===== src/rtl/fpu_pkg.sv =====
// Shared FPU definitions: rounding-mode encodings, fflags bit positions,
// canonical NaN and the FDIV sequencer state type.
package fpu_pkg;

    localparam int DIV_WIDTH = 27;
    localparam int EXP_BIAS  = 127;

    localparam logic [2:0] RM_RNE = 3'b000;
    localparam logic [2:0] RM_RTZ = 3'b001;
    localparam logic [2:0] RM_RDN = 3'b010;
    localparam logic [2:0] RM_RUP = 3'b011;
    localparam logic [2:0] RM_RMM = 3'b100;

    localparam int FF_NV = 4;
    localparam int FF_DZ = 3;
    localparam int FF_OF = 2;
    localparam int FF_UF = 1;
    localparam int FF_NX = 0;

    localparam logic [31:0] CANON_NAN = 32'h7FC00000;

    typedef enum logic [2:0] {
        ST_IDLE,
        ST_SKIP,
        ST_WAIT,
        ST_ROUND,
        ST_DONE
    } fdiv_state_t;

endpackage


===== src/rtl/fdiv_round.sv =====
// Combinational round-and-pack stage for binary32 results (shared with fsqrt).
// Takes a normalized 24-bit significand with guard/sticky and a biased exponent.
module fdiv_round
    import fpu_pkg::*;
(
    input  logic              i_sign,
    input  logic [23:0]       i_sig,
    input  logic              i_g,
    input  logic              i_s,
    input  logic signed [9:0] i_exp,
    input  logic [2:0]        i_rm,
    output logic [31:0]       o_result,
    output logic [4:0]        o_fflags
);

    logic              w_inexact;
    logic              w_up;
    logic              w_ovf_inf;
    logic [24:0]       w_sum;
    logic signed [9:0] w_exp;
    logic              w_unused_sum;

    assign w_unused_sum = w_sum[23];

    // Unknown rounding modes fall through to the RNE default arms.
    always_comb begin
        w_inexact = i_g | i_s;
        case (i_rm)
            RM_RTZ:  w_up = 1'b0;
            RM_RDN:  w_up = i_sign & w_inexact;
            RM_RUP:  w_up = ~i_sign & w_inexact;
            RM_RMM:  w_up = i_g;
            default: w_up = i_g & (i_s | i_sig[0]);
        endcase

        w_sum = {1'b0, i_sig} + {24'b0, w_up};
        w_exp = w_sum[24] ? (i_exp + 10'sd1) : i_exp;

        case (i_rm)
            RM_RTZ:  w_ovf_inf = 1'b0;
            RM_RDN:  w_ovf_inf = i_sign;
            RM_RUP:  w_ovf_inf = ~i_sign;
            default: w_ovf_inf = 1'b1;
        endcase

        o_fflags = 5'b0;
        if (w_exp >= 10'sd255) begin
            o_fflags[FF_OF] = 1'b1;
            o_fflags[FF_NX] = 1'b1;
            o_result = w_ovf_inf ? {i_sign, 8'hFF, 23'h000000}
                                 : {i_sign, 8'hFE, 23'h7FFFFF};
        end else if (w_exp <= 10'sd0) begin
            o_fflags[FF_UF] = 1'b1;
            o_fflags[FF_NX] = 1'b1;
            o_result = {i_sign, 31'h0};
        end else begin
            // On carry-out the low bits are already zero, giving 1.0 x 2^(e+1).
            o_fflags[FF_NX] = w_inexact;
            o_result = {i_sign, w_exp[7:0], w_sum[22:0]};
        end
    end

endmodule


===== src/rtl/fdiv_ctrl.sv =====
// FDIV.S sequencer: unpacks operands, resolves special cases, drives an external
// free-running SRT divider, then normalizes/rounds/packs the quotient.
module fdiv_ctrl
    import fpu_pkg::*;
#(
    parameter int DIV_WIDTH = fpu_pkg::DIV_WIDTH,
    parameter int EXP_BIAS  = fpu_pkg::EXP_BIAS
) (
    input  logic                 clk,
    input  logic                 rst_n,
    input  logic                 i_in_valid,
    output logic                 o_in_ready,
    input  logic [31:0]          i_op_a,
    input  logic [31:0]          i_op_b,
    input  logic [2:0]           i_rm,
    output logic [DIV_WIDTH-1:0] o_div_dividend,
    output logic [DIV_WIDTH-1:0] o_div_divisor,
    input  logic [DIV_WIDTH:0]   i_div_quotient,
    input  logic                 i_div_valid,
    output logic                 o_out_valid,
    input  logic                 i_out_ready,
    output logic [31:0]          o_result,
    output logic [4:0]           o_fflags
);

    fdiv_state_t          r_state;
    logic                 r_in_ready;
    logic                 r_out_valid;
    logic [31:0]          r_result;
    logic [4:0]           r_fflags;
    logic [DIV_WIDTH-1:0] r_div_dividend;
    logic [DIV_WIDTH-1:0] r_div_divisor;
    logic [DIV_WIDTH-1:0] r_q;
    logic                 r_sign;
    logic [7:0]           r_ea;
    logic [7:0]           r_eb;
    logic [2:0]           r_rm;

    logic w_a_zero, w_b_zero, w_a_inf, w_b_inf, w_a_nan, w_b_nan, w_a_snan, w_b_snan;
    logic              w_sign;
    logic              w_special;
    logic [31:0]       w_spec_result;
    logic [4:0]        w_spec_flags;
    logic [23:0]       w_sig;
    logic              w_g;
    logic              w_s;
    logic signed [9:0] w_exp;
    logic [31:0]       w_rnd_result;
    logic [4:0]        w_rnd_flags;
    logic              w_unused_qmsb;

    assign w_unused_qmsb = i_div_quotient[DIV_WIDTH];

    // Subnormal operands (exponent 0) are flushed and treated as zero.
    always_comb begin
        w_sign   = i_op_a[31] ^ i_op_b[31];
        w_a_zero = (i_op_a[30:23] == 8'h00);
        w_b_zero = (i_op_b[30:23] == 8'h00);
        w_a_inf  = (i_op_a[30:23] == 8'hFF) && (i_op_a[22:0] == 23'h0);
        w_b_inf  = (i_op_b[30:23] == 8'hFF) && (i_op_b[22:0] == 23'h0);
        w_a_nan  = (i_op_a[30:23] == 8'hFF) && (i_op_a[22:0] != 23'h0);
        w_b_nan  = (i_op_b[30:23] == 8'hFF) && (i_op_b[22:0] != 23'h0);
        w_a_snan = w_a_nan && !i_op_a[22];
        w_b_snan = w_b_nan && !i_op_b[22];

        w_special     = 1'b1;
        w_spec_result = CANON_NAN;
        w_spec_flags  = 5'b0;
        if (w_a_snan || w_b_snan || (w_a_zero && w_b_zero) || (w_a_inf && w_b_inf)) begin
            w_spec_flags[FF_NV] = 1'b1;
        end else if (w_a_nan || w_b_nan) begin
            w_spec_result = CANON_NAN;
        end else if (w_b_zero) begin
            w_spec_result       = {w_sign, 8'hFF, 23'h0};
            w_spec_flags[FF_DZ] = 1'b1;
        end else if (w_a_inf) begin
            w_spec_result = {w_sign, 8'hFF, 23'h0};
        end else if (w_a_zero || w_b_inf) begin
            w_spec_result = {w_sign, 31'h0};
        end else begin
            w_special = 1'b0;
        end
    end

    // Quotient of two [1,2) significands lies in (0.5,2); q[26] tells which half.
    always_comb begin
        if (r_q[26]) begin
            w_sig = r_q[26:3];
            w_g   = r_q[2];
            w_s   = |r_q[1:0];
            w_exp = $signed({2'b00, r_ea}) - $signed({2'b00, r_eb}) + $signed(10'(EXP_BIAS));
        end else begin
            w_sig = r_q[25:2];
            w_g   = r_q[1];
            w_s   = r_q[0];
            w_exp = $signed({2'b00, r_ea}) - $signed({2'b00, r_eb}) + $signed(10'(EXP_BIAS - 1));
        end
    end

    fdiv_round u_round (
        .i_sign   (r_sign),
        .i_sig    (w_sig),
        .i_g      (w_g),
        .i_s      (w_s),
        .i_exp    (w_exp),
        .i_rm     (r_rm),
        .o_result (w_rnd_result),
        .o_fflags (w_rnd_flags)
    );

    // The divider free-runs, so the first done pulse after launch may belong to
    // stale inputs; SKIP drops it and WAIT takes the next one.
    always_ff @(posedge clk or negedge rst_n) begin
        if (!rst_n) begin
            r_state        <= ST_IDLE;
            r_in_ready     <= 1'b1;
            r_out_valid    <= 1'b0;
            r_result       <= 32'h0;
            r_fflags       <= 5'h0;
            r_div_dividend <= '0;
            r_div_divisor  <= '0;
            r_q            <= '0;
            r_sign         <= 1'b0;
            r_ea           <= 8'h0;
            r_eb           <= 8'h0;
            r_rm           <= 3'h0;
        end else begin
            case (r_state)
                ST_IDLE: begin
                    if (i_in_valid) begin
                        r_in_ready <= 1'b0;
                        if (w_special) begin
                            r_result    <= w_spec_result;
                            r_fflags    <= w_spec_flags;
                            r_out_valid <= 1'b1;
                            r_state     <= ST_DONE;
                        end else begin
                            r_sign         <= w_sign;
                            r_ea           <= i_op_a[30:23];
                            r_eb           <= i_op_b[30:23];
                            r_rm           <= i_rm;
                            r_div_dividend <= {1'b1, i_op_a[22:0], 3'b000};
                            r_div_divisor  <= {1'b1, i_op_b[22:0], 3'b000};
                            r_state        <= ST_SKIP;
                        end
                    end
                end
                ST_SKIP: begin
                    if (i_div_valid) r_state <= ST_WAIT;
                end
                ST_WAIT: begin
                    if (i_div_valid) begin
                        r_q     <= i_div_quotient[DIV_WIDTH-1:0];
                        r_state <= ST_ROUND;
                    end
                end
                ST_ROUND: begin
                    r_result    <= w_rnd_result;
                    r_fflags    <= w_rnd_flags;
                    r_out_valid <= 1'b1;
                    r_state     <= ST_DONE;
                end
                ST_DONE: begin
                    if (i_out_ready) begin
                        r_out_valid <= 1'b0;
                        r_in_ready  <= 1'b1;
                        r_state     <= ST_IDLE;
                    end
                end
                default: r_state <= ST_IDLE;
            endcase
        end
    end

    assign o_in_ready     = r_in_ready;
    assign o_out_valid    = r_out_valid;
    assign o_result       = r_result;
    assign o_fflags       = r_fflags;
    assign o_div_dividend = r_div_dividend;
    assign o_div_divisor  = r_div_divisor;

endmodule

===== config.mk =====
export PLATFORM = sky130hd
export DESIGN_NAME = fdiv_ctrl
export DESIGN_NICKNAME = d
export VERILOG_FILES = /design/src/rtl/fpu_pkg.sv /design/src/rtl/fdiv_round.sv /design/src/rtl/fdiv_ctrl.sv
export SDC_FILE = /design/constraint.sdc
export NUM_CORES = 1
export LEC_CHECK = 0
export ABC_AREA = 1
export BUFFER_PORTS_ARGS = -buffer_cell sky130_fd_sc_hd__buf_2
export CAP_MARGIN = 25
export CORE_MARGIN = 4
export CORE_UTILIZATION = 42
export CTS_CLUSTER_SIZE = 16
export DETAILED_ROUTE_END_ITERATION = 6
export PLACE_DENSITY = 0.62
export SETUP_SLACK_MARGIN = 0.3
export SLEW_MARGIN = 25
export SYNTH_ARGS = -nofsm -noshare
export SYNTH_HDL_FRONTEND = slang
export SYNTH_SLANG_ARGS = --single-unit

===== constraint.sdc =====
create_clock -name clk -period 4.5 [get_ports clk]
set_clock_uncertainty 0.1 [all_clocks]
set_input_delay 0.225 -clock clk [delete_from_list [all_inputs] [get_ports clk]]
set_output_delay 0.225 -clock clk [all_outputs]
set_load 0.01 [all_outputs]

== Word level (Yosys, flattened, before mapping) ==
Index checks and enable logic that the tools add are counted.
W data, S select, Z words.

* Logic and storage cells: 122
* Register bits after elaboration: 137

* Eq/ne operators: 15
* Add/subtract/negate cells: 5
* Multiplexer cells: 48
* Magnitude comparators: 2
* Reduce and logical (&&, ||, !) cells: 32
* Bitwise gates (word level): 8

{| class="wikitable"
|+ Operators by type and width
! cell !! count
|-
| $mux W32 || 7
|-
| $pmux W32 S2 || 1
|-
| $mux W31 || 2
|-
| $mux W24 || 2
|-
| $logic_not A23 Y1 || 2
|-
| $reduce_bool A23 Y1 || 2
|-
| $add A24 B1 Y25 || 1
|-
| $mux W1 || 21
|-
| $add A9 B8 Y10 const B || 2
|-
| $mux W10 || 2
|-
| $eq A8 B8 Y1 const B || 2
|-
| $logic_not A8 Y1 || 2
|-
| $mux W3 || 5
|-
| $pmux W3 S5 || 1
|-
| $eq A3 B2 Y1 const B || 4
|-
| $add A10 B2 Y10 const B || 1
|-
| $ge A10 B9 Y1 const B || 1
|-
| $le A10 B1 Y1 const B || 1
|-
| $mux W5 || 2
|-
| $ne A2 B2 Y1 const B || 5
|-
| $pmux W5 S2 || 1
|-
| $reduce_and A3 Y1 || 3
|-
| $sub A8 B8 Y9 || 1
|-
| $logic_and A1 B1 Y1 || 8
|-
| 17 further kinds || 31
|}

== Logic depth before layout (Yosys ltp) ==
* Word-level depth: 11
* Gate-level depth with buffers: 31
* Mapped depth without buffers: 28

== Cells and area by module ==
From an unflattened synthesis, not the netlist that was laid out.

* Cell total of the unflattened synthesis: 1155
* Area total of the unflattened synthesis: 8449.4 sq um

{| class="wikitable"
|+ By module, submodules not included
! module !! instances !! sequential area each (sq um) !! cells each !! area each (sq um)
|-
| fdiv_ctrl || 1 || 3404.5 || 839 || 6742.7
|-
| fdiv_round || 1 || 0.0 || 316 || 1706.6
|}

== Worst setup path before layout ==
OpenSTA, ideal clock, no wires.

* Kind: register to register
* Start: register r_q[26]
* End: register r_result[17] (netlist: o_result[17])
* Setup time: 0.116 ns
* Arrival: 3.481 ns
* Period minus slack after synthesis: 3.698 ns
* Buffers on the path: 4
* Stages on the path, launching flop included: 29
* Required time: 4.284 ns
* Path slack: 0.802 ns
* Cell sequence: dfrtp_1 > buf_4 > buf_6 > clkbuf_1 > o21ai_0 > nor2_1 > a21oi_1 > nand2_1 > o221ai_1 > ha_1 > ha_1 > nand3_1 > nor2_2 > nand2_2 > nor2_4 > nand3_2 > nor2_2 > nand3_1 > nor2_1 > nor2_2 > nor2_1 > nand3_1 > nand2_1 > nand2_4 > nand2_4 > nand2_2 > buf_4 > nand2_1 > nand2_1

* Cells in the longest elaborated chain, start to end: 10
* Elaborated cells between the ends (all ways): 18
* Classes of those cells: 2 x add/sub; 2 x order compare; 9 x mux; 5 x bitwise

{| class="wikitable"
|+ Ends and longest elaborated chain
! element !! RTL line !! RTL
|-
| from (decl) || fdiv_ctrl.sv:33 || <nowiki>logic [DIV_WIDTH-1:0] r_q;</nowiki>
|-
| from (signal assigned) || fdiv_ctrl.sv:153 || <nowiki>r_q <= i_div_quotient[DIV_WIDTH-1:0];</nowiki>
|-
| $mux W1 or $mux W24 (tied branches) || fdiv_ctrl.sv:87 || <nowiki>if (r_q[26]) begin</nowiki>
|-
| $or A1 B1 Y1 (on tied branches) || fdiv_round.sv:33, fdiv_round.sv:27 ||
|-
| $and A1 B1 Y1 (on tied branches) || fdiv_round.sv:33, fdiv_round.sv:30, fdiv_round.sv:31 ||
|-
| $pmux W1 S4 || fdiv_round.sv:28 || <nowiki>case (i_rm)</nowiki>
|-
| $add A24 B1 Y25 || fdiv_round.sv:36 || <nowiki>w_sum = {1'b0, i_sig} + {24'b0, w_up};</nowiki>
|-
| $mux W10 || fdiv_round.sv:37 || <nowiki>w_exp = w_sum[24] ? (i_exp + 10'sd1) : i_exp;</nowiki>
|-
| $le A10 B1 Y1 || fdiv_round.sv:52 || <nowiki>end else if (w_exp <= 10'sd0) begin</nowiki>
|-
| $mux W31 || fdiv_round.sv:52 ||
|-
| $mux W31 (*) || fdiv_round.sv:47 || <nowiki>if (w_exp >= 10'sd255) begin</nowiki>
|-
| $pmux W32 S2 (*) || fdiv_ctrl.sv:128 || <nowiki>case (r_state)</nowiki>
|-
| to (signal assigned) || fdiv_ctrl.sv:133 || <nowiki>r_result <= w_spec_result;</nowiki>
|-
| to (signal assigned) || fdiv_ctrl.sv:158 || <nowiki>r_result <= w_rnd_result;</nowiki>
|-
| to (decl) || fdiv_ctrl.sv:29 || <nowiki>logic [31:0] r_result;</nowiki>
|}

Every way passes the cells marked *; elsewhere a longest branch is shown, timed or not.
A chain may end at the register's enable or synchronous reset.

== Worst setup path after layout ==
* Start: register r_rm[2]
* End: register r_result[0] (netlist: o_result[0])

* Cells in the longest elaborated chain, start to end: 8
* Elaborated cells between the ends (all ways): 14
* Classes of those cells: 1 x add/sub; 2 x order compare; 4 x eq/ne; 7 x mux

{| class="wikitable"
|+ Ends and longest elaborated chain
! element !! RTL line !! RTL
|-
| from (decl) || fdiv_ctrl.sv:37 || <nowiki>logic [2:0] r_rm;</nowiki>
|-
| from (signal assigned) || fdiv_ctrl.sv:141 || <nowiki>r_rm <= i_rm;</nowiki>
|-
| $eq A3 B3 Y1, or another cell as far along || fdiv_round.sv:28 ||
|-
| $pmux W1 S4 || fdiv_round.sv:28 ||
|-
| $add A24 B1 Y25 || fdiv_round.sv:36 ||
|-
| $mux W10 || fdiv_round.sv:37 ||
|-
| $le A10 B1 Y1 || fdiv_round.sv:52 ||
|-
| $mux W31 || fdiv_round.sv:52 ||
|-
| $mux W31 (*) || fdiv_round.sv:47 ||
|-
| $pmux W32 S2 (*) || fdiv_ctrl.sv:128 ||
|}

Marks and branches as above.

==> results.json <==
{
  "swShare_pct": 50.00,
  "pwr-share-clk_pct": 16.3,
  "critical_path_required_ps": 4770,
  "synth.avg_cell_area_um2": 7.385,
  "async_reset_ff_share_pct": 100.0,
  "nFillCells": 1671,
  "critPathArrivalTime_ps": 4060,
  "rsz0062_at_grt": "true",
  "grt_pass1_wl_mm": 37.18,
  "syn_to_final_growth_pct": 33.55,
  "cts_setup_buffers": 0,
  "synth_compound_area_share_pct": 11.13,
  "cp-endpoint": "o_result[0]",
  "max_freq_mhz": 263.5,
  "reg2reg_from": "r_rm[2]",
  "cts_tree": "built",
  "period_share_pct": 84.34,
  "syn_inst": 1069,
  "drtAntennaViolNets": 0,
  "synth_mux_area_share_pct": 2.282,
  "viasPerCell": 4.867,
  "crit_path_end_kind": "flop",
  "synth-xor-area-share_pct": 1.886,
  "insertion_delay_ps": 430,
  "p_int_uw": 4301,
  "grt_usage_pct": 21.40,
  "critPathMaxStageDelay_ps": 420,
  "gr-total-overflow": 0,
  "synthSimpleGateAreaFrac_pct": 29.05,
  "synth_flop_cell": "dfrtp_1",
  "num_antenna_cells": 0,
  "drive_above_1_share_pct": 21.46,
  "tightest_slew_ps": 858.3,
  "root_buffer": "clkbuf_16",
  "rrSetupSlack_ps": 700,
  "ys_seq_area_share_pct": 43.12,
  "drt_pass1_iterations": 4,
  "crit_cells": 23,
  "wl_per_cell_um": 14.01,
  "io_buffer_count": 185,
  "slowest_stage": "dfrtp_1",
  "grt_max_degree": 94,
  "reg2regPathDepth": 23,
  "synth_edf_count": 0,
  "dieArea_um2": 21060,
  "io_pins": 193,
  "min_period_ps": 3795,
  "hold_depth": 3,
  "hpwl_mm": 15.73,
  "h-tree-depth": 4,
  "gp_congestion": 0.9187,
  "worstSetupPathType": "reg -> reg",
  "p_leak_uw": 0.005615,
  "drt-initial-drc-count": 389,
  "maxCapViolCount": 0,
  "fin_setup_tns_ps": 0,
  "via_count": 7671,
  "clk_pin_slew_ps": 70,
  "r2r-end": "o_result[0]",
  "multi_input_area_um2": 3746,
  "comb_power_share_pct": 59.0,
  "p_sw_uw": 4302,
  "yosysUniqueCellTypes": 47,
  "synth_fa_ha_area_share_pct": 2.219,
  "antenna_found_initial": 0,
  "cts-buffers-inserted": 17,
  "critical_path.cell_chain": "nor3_1 -> nand2_1 -> a21oi_1 -> nand2_1 -> o221ai_1 -> ha_1 -> ha_1 -> nand3_1 -> nor2_2 -> nand2_2 -> nor2_4 -> nand4_2 -> nor2_2 -> nand4_2 -> nor2_2 -> nand2_1 -> o21ai_4 -> nand2_1 -> inv_2 -> nand2_1 -> nand2_1 -> nand2_1 -> nand2_1",
  "cp-startpoint": "r_rm[2]",
  "crit_path_frequent_cell": "nand2_1",
  "ys_ff_latch": 136,
  "p_seq_share_pct": 24.7,
  "die_w_um": 145.1,
  "cts.sinks": 136,
  "setup_viol": 0,
  "start_kind": "flop",
  "synth_top_family_by_area": "simple AND/OR/NAND/NOR gates",
  "die_h_um": 145.1,
  "holdCritPathClass": "in -> reg",
  "final_nets": 1448,
  "status": "finished, final reports clean",
  "drc": 0,
  "crit_buf_inv": 1,
  "slew_viol_final": 0,
  "synth_warnings": 0,
  "synthesis.area_um2": 7895,
  "start_util_pct": 43.36,
  "drt-total-wl_mm": 22.08,
  "core_um2": 18210,
  "row_count": 49,
  "seqCellArea_um2": 3405,
  "grt_pass1_vias": 7613,
  "worst_slack_ps": 704.6,
  "hold_violations": 0,
  "crit_path_max_fanout": 11,
  "relSlewSlack_pct": 42.78,
  "crit_family": "simple AND/OR/NAND/NOR gates",
  "clockBufferDepth": 2,
  "irDropWorstVdd_mv": 0.4275,
  "dp_slack_ps": 469.1,
  "pwr_density_cell_nw_per_um2": 815.9
}
==> worst min path at each step <==
stage | start | to | slack, ps
floorplan | rst_n | o_div_dividend[10] | -170
global placement | rst_n | o_div_dividend[17] | 270
detailed placement | rst_n | o_div_dividend[17] | 270
CTS | i_op_a[23] | r_ea[0] | 10
global route | i_op_a[23] | r_ea[0] | 20
finish | i_op_a[23] | r_ea[0] | 20
==> cell families after synthesis <==
family	count (synthesis)
AO/OA/AOI/OAI	161
XOR/XNOR	17
adder cells (fa/ha/maj)	14
buffers and inverters	193
flip-flops	136
multiplexers	16
other	1
AND/OR/NAND/NOR	531
==> registers in the layout (all words and copies together) (netlist names) <==
name	count
r_q	27
o_div_divisor	24
r_sign	1
o_fflags	5
o_div_dividend	23
r_rm	3
o_result	32
o_in_ready	1
r_state	3
o_out_valid	1
r_eb	8
r_ea	8
==> layout by cell type (no fill, tap or decap), types with 7 or more instances in the layout <==
| cell type | netlist | routed |
|---|---|---|
| nand3_1 | 61 | 59 |
| mux2_2 | 16 | 16 |
| ha_1 | 14 | 14 |
| o21ai_1 | 31 | 31 |
| inv_2 | 7 | 7 |
| inv_1 | 142 | 142 |
| a21oi_1 | 40 | 40 |
| nor2_1 | 93 | 93 |
| dlygate4sd3_1 | 0 | 93 |
| dfrtp_1 | 135 | 135 |
| nand2_1 | 306 | 305 |
| nor2_2 | 11 | 10 |
| o21ai_0 | 71 | 71 |
| clkbuf_16 | 0 | 17 |
| nor3_1 | 7 | 7 |
| xor2_1 | 11 | 11 |
| nand4_1 | 21 | 21 |
| buf_2 | 3 | 184 |
| nor4_1 | 8 | 8 |
==> through the flow <==
step / instance area (um^2) / instances / util (%) / power, uW / hold slack, ps
final: 10540 / 1576 / 57.91 / 8603 / 16.40
after detailed placement: 8944 / 1450 / 49.12 / 7031 / 270.3
after global routing: 10540 / 1576 / 57.91 / 9481 / 23.89
after CTS: 10480 / 1575 / 57.57 / 8537 / 11.04
after floorplan: 7914 / 1074 / - / 5759 / -170.6
after global placement: 8944 / 1450 / 49.12 / 6977 / 270.4
==> per-layer routing <==
metal	wire (um)	GRT usage, %	vias up
met2	10080	34.11	199
met3	1028	4.116	59
met4	823	9.592	0
li1	-	-	3931
met1	10150	28.49	3482
met5	0	0	-
==> synth_stat cells (7+ instances only) <==
library cell | instances | share of area (%)
o21ai_1 | 31 | 2.0
a21oi_1 | 40 | 2.5
clkbuf_1 | 18 | 0.86
nand3_1 | 61 | 3.9
nor4_1 | 8 | 0.63
mux2_2 | 16 | 2.3
inv_2 | 7 | 0.33
nor2_1 | 93 | 4.4
nor2_2 | 11 | 0.87
nor3_1 | 7 | 0.44
buf_4 | 12 | 1.1
dfrtp_1 | 135 | 43
xor2_1 | 11 | 1.2
o21ai_0 | 71 | 4.5
ha_1 | 14 | 2.2
nand2_1 | 306 | 15
nand4_1 | 21 | 1.7
inv_1 | 142 | 6.8
==> what timing repair did <==
action / 4_1_cts / 5_1_grt
gates resized for setup: 0 / 6
hold endpoints to repair: 185 / 0
endpoints found under the setup margin: 0 / 24
hold buffers: 93 / 0
==> power groups by stage <==
stage / Combinational [uW] / Sequential (uW) / Clock, uW
floorplan: 3490 / 2270 / 0
global placement: 4850 / 2130 / 0
detailed placement: 4890 / 2140 / 0
CTS: 4990 / 2120 / 1430
global route: 5790 / 2190 / 1500
finish: 5080 / 2130 / 1400
==> final cells by class <==
cell class	instances	area share (%)
Clock inverter	15	1.733
Clock buffer	17	4.035
Inverter	149	5.304
Tap cell	229	2.717
Multi-Input combinational cell	745	35.53
Sequential cell	136	32.29
Timing Repair Buffer	285	18.39
==> worst register-to-register path: cells and delay by family (launching register included) <==
family | cells | cell delay (ps)
AO/OA/AOI/OAI | 3 | 450
adder cells (fa/ha/maj) | 2 | 420
buffers and inverters | 1 | 230
flip-flops | 1 | 420
AND/OR/NAND/NOR | 17 | 2110
Power figures use the tool's default switching activity.
